### src/rtl/ste_pkg.sv
// Shared types and constants for the STE DAC transmit path.
package ste_pkg;

  typedef enum logic [1:0] {
    IDLE  = 2'd0,
    SHIFT = 2'd1,
    GAP   = 2'd2
  } ste_dac_state_t;

  localparam int DIV_W = 8;

endpackage

### src/rtl/ste_sclk_gen.sv
// Serial clock generator: holds sclk low while disabled, otherwise toggles every div_i cycles.
module ste_sclk_gen
  import ste_pkg::*;
(
  input  logic             clk,
  input  logic             reset_ni,
  input  logic             en_i,
  input  logic [DIV_W-1:0] div_i,
  output logic             sclk_o,
  output logic             rise_o,
  output logic             fall_o
);

  logic [DIV_W-1:0] cnt;
  logic             terminal;

  // rise/fall flag the edge at which sclk_o is about to change level.
  assign terminal = en_i && (cnt == div_i - DIV_W'(1));
  assign rise_o   = terminal && !sclk_o;
  assign fall_o   = terminal && sclk_o;

  always_ff @(posedge clk or negedge reset_ni) begin
    if (!reset_ni) begin
      cnt    <= '0;
      sclk_o <= 1'b0;
    end else if (!en_i) begin
      cnt    <= '0;
      sclk_o <= 1'b0;
    end else if (terminal) begin
      cnt    <= '0;
      sclk_o <= ~sclk_o;
    end else begin
      cnt    <= cnt + DIV_W'(1);
    end
  end

endmodule

### src/rtl/ste_dac_tx.sv
// Serial DAC transmitter: accepts a word over valid/ready and shifts it out MSB first
// under an active-low frame select, followed by an enforced inter-frame gap.
module ste_dac_tx
  import ste_pkg::*;
#(
  parameter int DATA_W  = 16,
  parameter int CLK_DIV = 2,
  parameter int GAP_CYC = 2
) (
  input  logic              clk,
  input  logic              reset_ni,
  input  logic [DATA_W-1:0] din_i,
  input  logic              din_vld_i,
  output logic              din_rdy_o,
  input  logic              abort_i,
  output logic              dac_sclk_o,
  output logic              dac_sync_no,
  output logic              dac_sdo_o,
  output logic              frame_done_o
);

  localparam int               BIT_W    = $clog2(DATA_W + 1);
  localparam logic [DIV_W-1:0] DIV      = DIV_W'(CLK_DIV);
  localparam logic [7:0]       GAP_LAST = 8'(GAP_CYC - 1);
  localparam logic [BIT_W-1:0] BITS_ALL = BIT_W'(DATA_W);

  ste_dac_state_t    state;
  logic [DATA_W-2:0] shreg;
  logic [BIT_W-1:0]  bit_cnt;
  logic [7:0]        gap_cnt;
  logic              accept;
  logic              sclk_en;
  logic              sclk_rise;
  logic              sclk_fall;

  assign din_rdy_o = (state == IDLE) && !abort_i;
  assign accept    = din_vld_i && din_rdy_o;
  // Dropping enable on an abort edge forces sclk low together with sync going high.
  assign sclk_en   = (state == SHIFT) && !abort_i;

  ste_sclk_gen u_sclk_gen (
    .clk      (clk),
    .reset_ni (reset_ni),
    .en_i     (sclk_en),
    .div_i    (DIV),
    .sclk_o   (dac_sclk_o),
    .rise_o   (sclk_rise),
    .fall_o   (sclk_fall)
  );

  always_ff @(posedge clk or negedge reset_ni) begin
    if (!reset_ni) begin
      state        <= IDLE;
      dac_sync_no  <= 1'b1;
      dac_sdo_o    <= 1'b0;
      frame_done_o <= 1'b0;
      shreg        <= '0;
      bit_cnt      <= '0;
      gap_cnt      <= '0;
    end else begin
      frame_done_o <= 1'b0;
      case (state)
        IDLE: begin
          if (accept) begin
            state       <= SHIFT;
            dac_sync_no <= 1'b0;
            dac_sdo_o   <= din_i[DATA_W-1];
            shreg       <= din_i[DATA_W-2:0];
            bit_cnt     <= '0;
          end
        end
        SHIFT: begin
          if (abort_i) begin
            state       <= GAP;
            dac_sync_no <= 1'b1;
            dac_sdo_o   <= 1'b0;
            gap_cnt     <= '0;
          end else if (sclk_fall && (bit_cnt == BITS_ALL)) begin
            // Falling edge closing the last sampled bit ends the frame.
            state        <= GAP;
            dac_sync_no  <= 1'b1;
            dac_sdo_o    <= 1'b0;
            frame_done_o <= 1'b1;
            gap_cnt      <= '0;
          end else begin
            if (sclk_rise) begin
              bit_cnt <= bit_cnt + BIT_W'(1);
            end
            if (sclk_fall) begin
              dac_sdo_o <= shreg[DATA_W-2];
              shreg     <= {shreg[DATA_W-3:0], 1'b0};
            end
          end
        end
        GAP: begin
          if (abort_i) begin
            gap_cnt <= '0;
          end else if (gap_cnt == GAP_LAST) begin
            state <= IDLE;
          end else begin
            gap_cnt <= gap_cnt + 8'd1;
          end
        end
        default: state <= IDLE;
      endcase
    end
  end

endmodule

### config.mk
export PLATFORM = sky130hd
export DESIGN_NAME = ste_dac_tx
export DESIGN_NICKNAME = d
export VERILOG_FILES = /design/src/rtl/ste_pkg.sv /design/src/rtl/ste_sclk_gen.sv /design/src/rtl/ste_dac_tx.sv
export SDC_FILE = /design/constraint.sdc
export NUM_CORES = 1
export LEC_CHECK = 0
export ABC_AREA = 1
export BUFFER_PORTS_ARGS = -buffer_cell sky130_fd_sc_hd__buf_2
export CAP_MARGIN = 10
export CORE_AREA = 2 2 65 67
export DETAILED_ROUTE_END_ITERATION = 8
export DIE_AREA = 0 0 67 69
export PLACE_DENSITY = 0.77
export SKIP_CTS_REPAIR_TIMING = 1
export SLEW_MARGIN = 20
export SYNTH_ARGS = -nofsm -noshare
export SYNTH_HDL_FRONTEND = slang
export SYNTH_SLANG_ARGS = --single-unit
### constraint.sdc
create_clock -name clk -period 1.6 [get_ports clk]
set_input_delay 0.32 -clock clk [delete_from_list [all_inputs] [get_ports clk]]
set_output_delay 0.32 -clock clk [all_outputs]
set_load 0.03 [all_outputs]
==> results of run 1 <==
cell type report:
class	count	area [sq um]
well taps	50	62.6
flip-flops and latches	42	1050
clock inverters	3	40.0
inverters	31	116
multi-input cells	181	1050
fillers	341	1260
repair buffers	37	263
clock buffers	5	68.8
power groups by stage:
stage                     combinational, mW  sequential, mW  clock, mW
after global routing                   1.28            1.54      0.887
after detailed placement               1.04            1.51          0
after global placement                 1.01            1.50          0
after CTS                              1.04            1.49      0.835
final                                  1.14            1.50      0.823
after floorplan                       0.742            1.52          0
metrics by stage:
stage	area [sq um]	utilization
6_report	2660	0.678
5_1_grt	2660	0.678
4_1_cts	2580	0.660
3_5_place_dp	2470	0.632
3_3_place_gp	2470	0.632
2_1_floorplan	2220	-
registers in the layout, summed over array words and instances (netlist names):
signal / flops
shreg: 15
gap_cnt: 8
u_sclk_gen.cnt: 8
bit_cnt: 5
state: 2
dac_sdo_o: 1
dac_sync_no: 1
frame_done_o: 1
u_sclk_gen.sclk_o: 1
synth_stat cells (2+ instances only):
cell type and count:
a21oi_1 5, mux2i_1 14, ha_1 6, dfrtp_1 41, o21ai_2 5, o21ai_1 5, buf_6 2, xor2_1 3
nand3_1 13, nor3_1 2, inv_2 2, o21ai_0 14, nand4_1 6, nor2_1 18, nand2_1 78, inv_1 29
critical path, cell delays in order (launching register included):
cell and delay, ns:
dfrtp_1 0.40, inv_1 0.07, ha_1 0.15, nand2_2 0.07, nor2_4 0.16, nand3_2 0.09, nand2_2 0.09, nand3_4 0.10
clkbuf_16 0.19, nand2_1 0.07, nand2_1 0.05
worst max path at each step:
stage                       endpoint  slack (ns)
after global placement    gap_cnt[1]        0.09
after CTS                 gap_cnt[2]        0.01
after floorplan            shreg[10]        0.02
after global routing        shreg[8]       -0.08
final                       shreg[0]        0.04
after detailed placement  gap_cnt[2]        0.02
routing by layer:
layer / vias up / part of all wire / wire length, um / global-route usage
met1: 828 / 0.49 / 2090 / 0.288
met3: 6 / 0.023 / 98 / 0.0343
li1: 911 / - / - / -
met4: 0 / 0.015 / 63 / 0.0748
met5: - / 0 / 0 / 0
met2: 24 / 0.48 / 2040 / 0.317
logic make-up after synthesis:
family,Yosys count
flops,42
xor+xnor,4
simple gates,127
mux,14
buf+inv,35
compound gates,30
fa+ha+maj,6
==> flow_summary.toml, run 1 <==
[route]
ant_nets = 0
via_per_inst = 5.07
vias = 1769
drtPass1Iterations = 4
dr.first_iter.drc_count = 69
wl_per_cell_um = 12.3
wirelength_um = 4290
drc = 0

[power_and_ir_drop]
p_switching_mw = 1.23
power_mw = 3.46
p_per_area_nw_per_um2 = 1300
switching_share = 0.354
p_seq_frac = 0.433
p_leak_nw = 1.45
clkPwrFrac = 0.238
power_frac_comb = 0.329
vdd_drop_max_v = 0.000721
p_int_mw = 2.24

[yosys]
synth_xor_xnor_area_share = 0.0159
syn-instance-count = 258
syn_area_sq_um = 2210
yosys.area_share.simple = 0.265
synth_top_family_by_area = "simple AND/OR/NAND/NOR gates"
ys.flop_type = "dfrtp_1"
synth_fa_ha_area_frac = 0.0340
yosysTopAreaCellShare = 0.465
async_flop_share = 1.00
synth_compound_area_frac = 0.0777
synth_cell_types = 31
synth_nets = 284
yosys.area.top_type = "dfrtp_1"
ys_top_cells_by_area = "dfrtp_1 (46%), nand2_1 (13%), mux2i_1 (6.3%)"
ys_seq_area_frac = 0.477
yosysWarnings = 0
ys_ff_latch = 42
synth_edf_count = 0
synth_mux_area_frac = 0.0635
synth_area_per_cell_sq_um = 8.55

[timing]
final_max_slew_viol_count = 0
whs_ns = 0.262
finalCritPeriodShare = 0.975
tightest_slew_ns = 0.441
totalNegativeSetupSlack_ns = 0
post-route-min-period_ns = 1.56
hold_viol = 0
slew_headroom = 0.706
fin_ws_ns = 0.0397
rsz0062_at_grt = "true"
max_freq_mhz = 641
skew_ns = 0.0100
setup_viol_count_final = 0

[floorplanning]
fp.dieArea_sq_um = 4620
ioPinCount = 25
core_area_sq_um = 3910
initial_core_util = 0.564
fp.dieW_um = 67
rows = 23
die_h_um = 69

[clock_tree]
clk_pin_slew_ns = 0.08
cts.sinks = 42
root_buffer = "clkbuf_8"
htree_levels = 2
cts_tree = "yes"
insertion_delay_ns = 0.29
cts_max_path_buffers = 2
cts_buffers = 5

[min_path]
hp-start = "din_i[0]"
min_to = "shreg[0]"
hold-path-cell-count = 3
hold_class = "in -> reg"

[cells_and_area]
fin_cells = 349
final_common_cell = "nand2_1"
areaGrowthSynthToFinish_pct = 20.3
drive_gt1_frac = 0.227
mostFrequentLayoutCells = "nand2_1 (72), dfrtp_1 (41), inv_1 (29), buf_2 (24), nor2_1 (18)"
n_antenna_cell = 0
nets = 324

[global_routing]
grt_pass1_wl_um = 7440
grt_pass1_vias = 1742
grt_max_degree = 30
antenna_found_initial = 0
overflow = 0
track_usage = 0.205

[setup_path]
crit_start = "u_sclk_gen.cnt[1]"
cp.arrival_ns = 1.75
worstSetupPathType = "reg -> reg"
regToRegSetupSlack_ns = 0.04
cp.required_ns = 1.79
reg2reg_to = "shreg[0]"
rr_startpoint = "u_sclk_gen.cnt[1]"
reg2reg_depth = 10
cp-end-kind = "flop"
worst-path-max-fanout = 14
crit_path_start_kind = "flop"

[placed_design]
dp.cells = 339
port_buffers = 24
hpwl_um = 2980
place_ws_ns = 0.0247
finalWeightedCongestion = 0.896

[job]
drv_cap = 0

[status]
status = "complete, no violations"
(Power assumes the default switching activity.)
==> run 2, diff against run 1 <==
SETUP_SLACK_MARGIN = 0.1   (was unset)
==> flow_summary.toml, run 2 (synthesis results as in run 1) <==
[setup_path]
worst-path-max-fanout = 14
cp-end-kind = "flop"
crit_path_start_kind = "flop"
cp.required_ns = 1.78
cp.arrival_ns = 1.69
worstSetupPathType = "reg -> reg"

[power_and_ir_drop]
power_frac_comb = 0.353
clkPwrFrac = 0.231
p_leak_nw = 1.48
p_switching_mw = 1.26
switching_share = 0.354
vdd_drop_max_v = 0.000931
p_seq_frac = 0.416
p_int_mw = 2.31
power_mw = 3.57
p_per_area_nw_per_um2 = 1300

[cells_and_area]
largest_reg_flops = 15
fin_area_sq_um = 2740
final_util = 0.700
nets = 331
areaGrowthSynthToFinish_pct = 24.1
reg.largest.list = "shreg: 15 flops, gap_cnt: 8 flops, u_sclk_gen.cnt: 8 flops"
drive_gt1_frac = 0.271
final_common_cell = "nand2_1"
regMostFlops = "shreg"
mostFrequentLayoutCells = "nand2_1 (69), dfrtp_1 (39), inv_1 (28), buf_2 (23), nor2_1 (16)"
n_antenna_cell = 0

[status]
status = "complete, no violations"

[timing]
rsz0062_at_grt = "true"
finalCritPeriodShare = 0.941
tightest_slew_ns = 0.438
hold_viol = 0
final_max_slew_viol_count = 0
max_freq_mhz = 664
totalNegativeSetupSlack_ns = 0
post-route-min-period_ns = 1.51
setup_viol_count_final = 0
slew_headroom = 0.708
skew_ns = 0.00550

[floorplanning]
fp.dieW_um = 67
rows = 23
die_h_um = 69
core_area_sq_um = 3910
initial_core_util = 0.564
fp.dieArea_sq_um = 4620
ioPinCount = 25

[global_routing]
track_usage = 0.206
grt_pass1_vias = 1684
grt_pass1_wl_um = 7250
overflow = 0
grt_max_degree = 30
antenna_found_initial = 0

[route]
wirelength_um = 4360
ant_nets = 0
dr.first_iter.drc_count = 116
vias = 1789
wl_per_cell_um = 12.2
drc = 0
via_per_inst = 5.03
drtPass1Iterations = 4

[placed_design]
postPlaceCellArea_sq_um = 2490
hpwl_um = 3040
port_buffers = 24
finalWeightedCongestion = 0.763

[clock_tree]
root_buffer = "clkbuf_8"
cts_buffers = 5
htree_levels = 2
insertion_delay_ns = 0.29
cts_tree = "yes"
cts.sinks = 42
clk_pin_slew_ns = 0.08
cts_max_path_buffers = 2

[job]
drv_cap = 0

[min_path]
hold_class = "in -> reg"
-- run 2: changes by cell type in the layout (fill, tap and decap cells not counted), sizes merged --
cell / delta
buf: +6
nand2: +1
-- run 2: per-layer routing --
layer	wire length (um)	vias to the layer above	global-route usage
met5	0	-	0
met4	95	0	0.0748
met3	153	8	0.0522
met2	2000	33	0.311
met1	2100	824	0.283
li1	-	924	-
-- run 2: power by group through the flow --
stage | clock, mW | sequential (mW) | combinational (mW)
3_3_place_gp | 0 | 1.49 | 1.05
4_1_cts | 0.832 | 1.48 | 1.08
3_5_place_dp | 0 | 1.50 | 1.08
2_1_floorplan | 0 | 1.52 | 0.744
6_report | 0.824 | 1.49 | 1.26
5_1_grt | 0.901 | 1.52 | 1.41
-- run 2: stage by stage --
step | setup slack [ns] | hold WS [ns] | std cells
after global routing | -0.0167 | 0.253 | 356
after CTS | 0.0106 | -0.0268 | 349
after global placement | 0.0920 | 0.285 | 341
after detailed placement | 0.0378 | 0.289 | 341
final | 0.0949 | 0.245 | 356
after floorplan | 0.0297 | 0.0244 | 258
-- run 2: worst max-delay path, cell delays in order, from the launching register on --
cell and delay (ns):
dfrtp_1 0.40, inv_1 0.06, ha_1 0.15, nand2_2 0.07
nor2_4 0.16, nand3_2 0.08, nand2_2 0.09, nand3_4 0.09
clkbuf_16 0.19, nand2_1 0.05, o21ai_1 0.06
-- run 2: final timing paths --
path | start | endpoint | slack, ns | depth (start not counted)
worst max-delay path | u_sclk_gen.cnt[1] | shreg[8] | 0.09 | 10
worst min register to register | u_sclk_gen.cnt[7] | u_sclk_gen.cnt[7] | 0.47 | 1
worst min-delay path | din_i[0] | shreg[0] | 0.25 | 3
max in group asynchronous | reset_ni | dac_sync_no | 0.56 | 3
min in group asynchronous | reset_ni | u_sclk_gen.cnt[4] | 0.49 | 2
worst max register to register | u_sclk_gen.cnt[1] | shreg[8] | 0.09 | 10
-- run 2: layout make-up --
cell class,instances,area [sq um]
inverter,31,116
clock inverter,3,40.0
clock buffer,5,68.8
timing repair buffer,43,318
fill,316,1170
tap,50,62.6
multi-input combinational,182,1080
sequential,42,1050
==> run 3, diff against run 2 <==
CORE_AREA = 2 2 94 96   (was 2 2 65 67)
DIE_AREA = 0 0 96 98   (was 0 0 67 69)
MAX_ROUTING_LAYER = met4   (was unset)
PLACE_DENSITY = unset   (was 0.77)
SLEW_MARGIN = 15   (was 20)
==> flow_summary.toml, run 3 (synthesis results as in run 1) <==
[power_and_ir_drop]
p_leak_nw = 1.47
power_mw = 3.41
vdd_drop_max_v = 0.000599
p_per_area_nw_per_um2 = 1230

[cells_and_area]
nets = 330
final_util = 0.327
areaGrowthSynthToFinish_pct = 25.5
seq_area_sq_um = 1050
multi_input_area_sq_um = 1060
mostFrequentLayoutCells = "nand2_1 (72), dfrtp_1 (41), inv_1 (29), buf_2 (24), nor2_1 (16)"
n_antenna_cell = 0
regMostFlops = "shreg"
final_common_cell = "nand2_1"
reg.largest.list = "shreg: 15 flops, gap_cnt: 8 flops, u_sclk_gen.cnt: 8 flops"
largest_reg_flops = 15
drive_gt1_frac = 0.252
nFillCells = 850

[setup_path]
crit_path_start_kind = "flop"
worstSetupPathType = "reg -> reg"
path_cells = "inv_1 > ha_1 > nand2_2 > nor2_4 > nand3_2 > nand2_2 > nand3_4 > clkbuf_16 > nand2_1 > o21ai_2"
cp.required_ns = 1.80
rr_startpoint = "u_sclk_gen.cnt[1]"
cp.arrival_ns = 1.71
crit_slowest_cell = "dfrtp_1"
cpPeakStageDelay_ns = 0.40
crit_family = "simple AND/OR/NAND/NOR gates"
crit_buf_inv = 2
crit_start = "u_sclk_gen.cnt[1]"
cpMostUsedCell = "nand2_2"
cp-end-kind = "flop"
worst-path-max-fanout = 14

[floorplanning]
die_h_um = 98
initial_core_util = 0.261
ioPinCount = 25
core_area_sq_um = 8470
fp.dieW_um = 96
fp.dieArea_sq_um = 9410
rows = 34

[clock_tree]
cts.sinks = 42
cts_max_path_buffers = 2
cts_tree = "yes"
htree_levels = 2
root_buffer = "clkbuf_8"
clk_pin_slew_ns = 0.09
insertion_delay_ns = 0.30
cts_buffers = 5

[placed_design]
port_buffers = 24
hpwl_um = 3300
finalWeightedCongestion = 0.784
place_ws_ns = 0.0234

[global_routing]
overflow = 0
track_usage = 0.108
grt_pass1_wl_um = 8000
antenna_found_initial = 0
grt_pass1_vias = 1725
grt_max_degree = 36

[timing]
final_max_slew_viol_count = 0
skew_ns = 0.00743
max_freq_mhz = 661
hold_viol = 0
post-route-min-period_ns = 1.51
whs_ns = 0.227
tightest_slew_ns = 0.229
finalCritPeriodShare = 0.946
setup_viol_count_final = 0
fin_ws_ns = 0.0867
rsz0062_at_grt = "true"
slew_headroom = 0.846

[min_path]
hold_class = "in -> reg"
hp-start = "din_i[0]"

[route]
ant_nets = 0
drtPass1Iterations = 4
wirelength_um = 4630
dr.first_iter.drc_count = 47
wl_per_cell_um = 11.2
drc = 0
vias = 1785
via_per_inst = 4.32

[status]
status = "complete, no violations"

[job]
drv_cap = 0
==> run 3: cell types whose count changed in the layout (fill, tap and decap cells not counted), moves of 2 or more <==
cell     delta
buf_6       -2
dfrtp_1     +2
nand2_4     -2
nand2_1     +3
dfrtp_2     -2
nand2_2     -2
==> run 3: worst paths after layout <==
kind	end	depth (start not counted)	slack, ns
setup reg to reg	shreg[5]	10	0.09
min in group asynchronous	frame_done_o	2	0.40
hold reg to reg	u_sclk_gen.cnt[7]	1	0.47
hold / removal	shreg[0]	3	0.23
setup / recovery	shreg[5]	10	0.09
max in group asynchronous	dac_sync_no	3	0.69
==> run 3: stage by stage <==
stage               TNS (ns)  instances  cell area [sq um]
global placement           0        400               2570
CTS                 -0.00488        408               2670
global route          -0.241        413               2770
finish                     0        413               2770
floorplan                  0        258               2220
detailed placement         0        400               2570
==> run 3: final cells by class <==
cell class | count | share of cell area
Inverter | 31 | 0.0420
Clock buffer | 6 | 0.0298
Sequential cell | 42 | 0.380
Multi-Input combinational cell | 181 | 0.384
Tap cell | 108 | 0.0488
Clock inverter | 2 | 0.00452
Timing Repair Buffer | 43 | 0.111
==> run 3: layer usage <==
metal,global-route usage,wire length (um),share of wire
met5,-,0,0
met3,0.0324,246,0.053
met4,0.0198,37,0.0080
met2,0.153,2000,0.43
met1,0.154,2350,0.51
==> run 3: power by group <==
part / switching, mW / internal, mW / total (mW) / leakage, nW
logic: 0.701 / 0.487 / 1.19 / 0.871
registers: 0.156 / 1.32 / 1.48 / 0.556
clock network: 0.397 / 0.347 / 0.744 / 0.0472
total: 1.25 / 2.15 / 3.41 / 1.47
==> run 3: worst register-to-register path, stage by stage (launching register included) <==
cell	delay, ns
dfrtp_1	0.40
inv_1	0.06
ha_1	0.15
nand2_2	0.07
nor2_4	0.14
nand3_2	0.08
nand2_2	0.09
nand3_4	0.11
clkbuf_16	0.19
nand2_1	0.07
o21ai_2	0.05
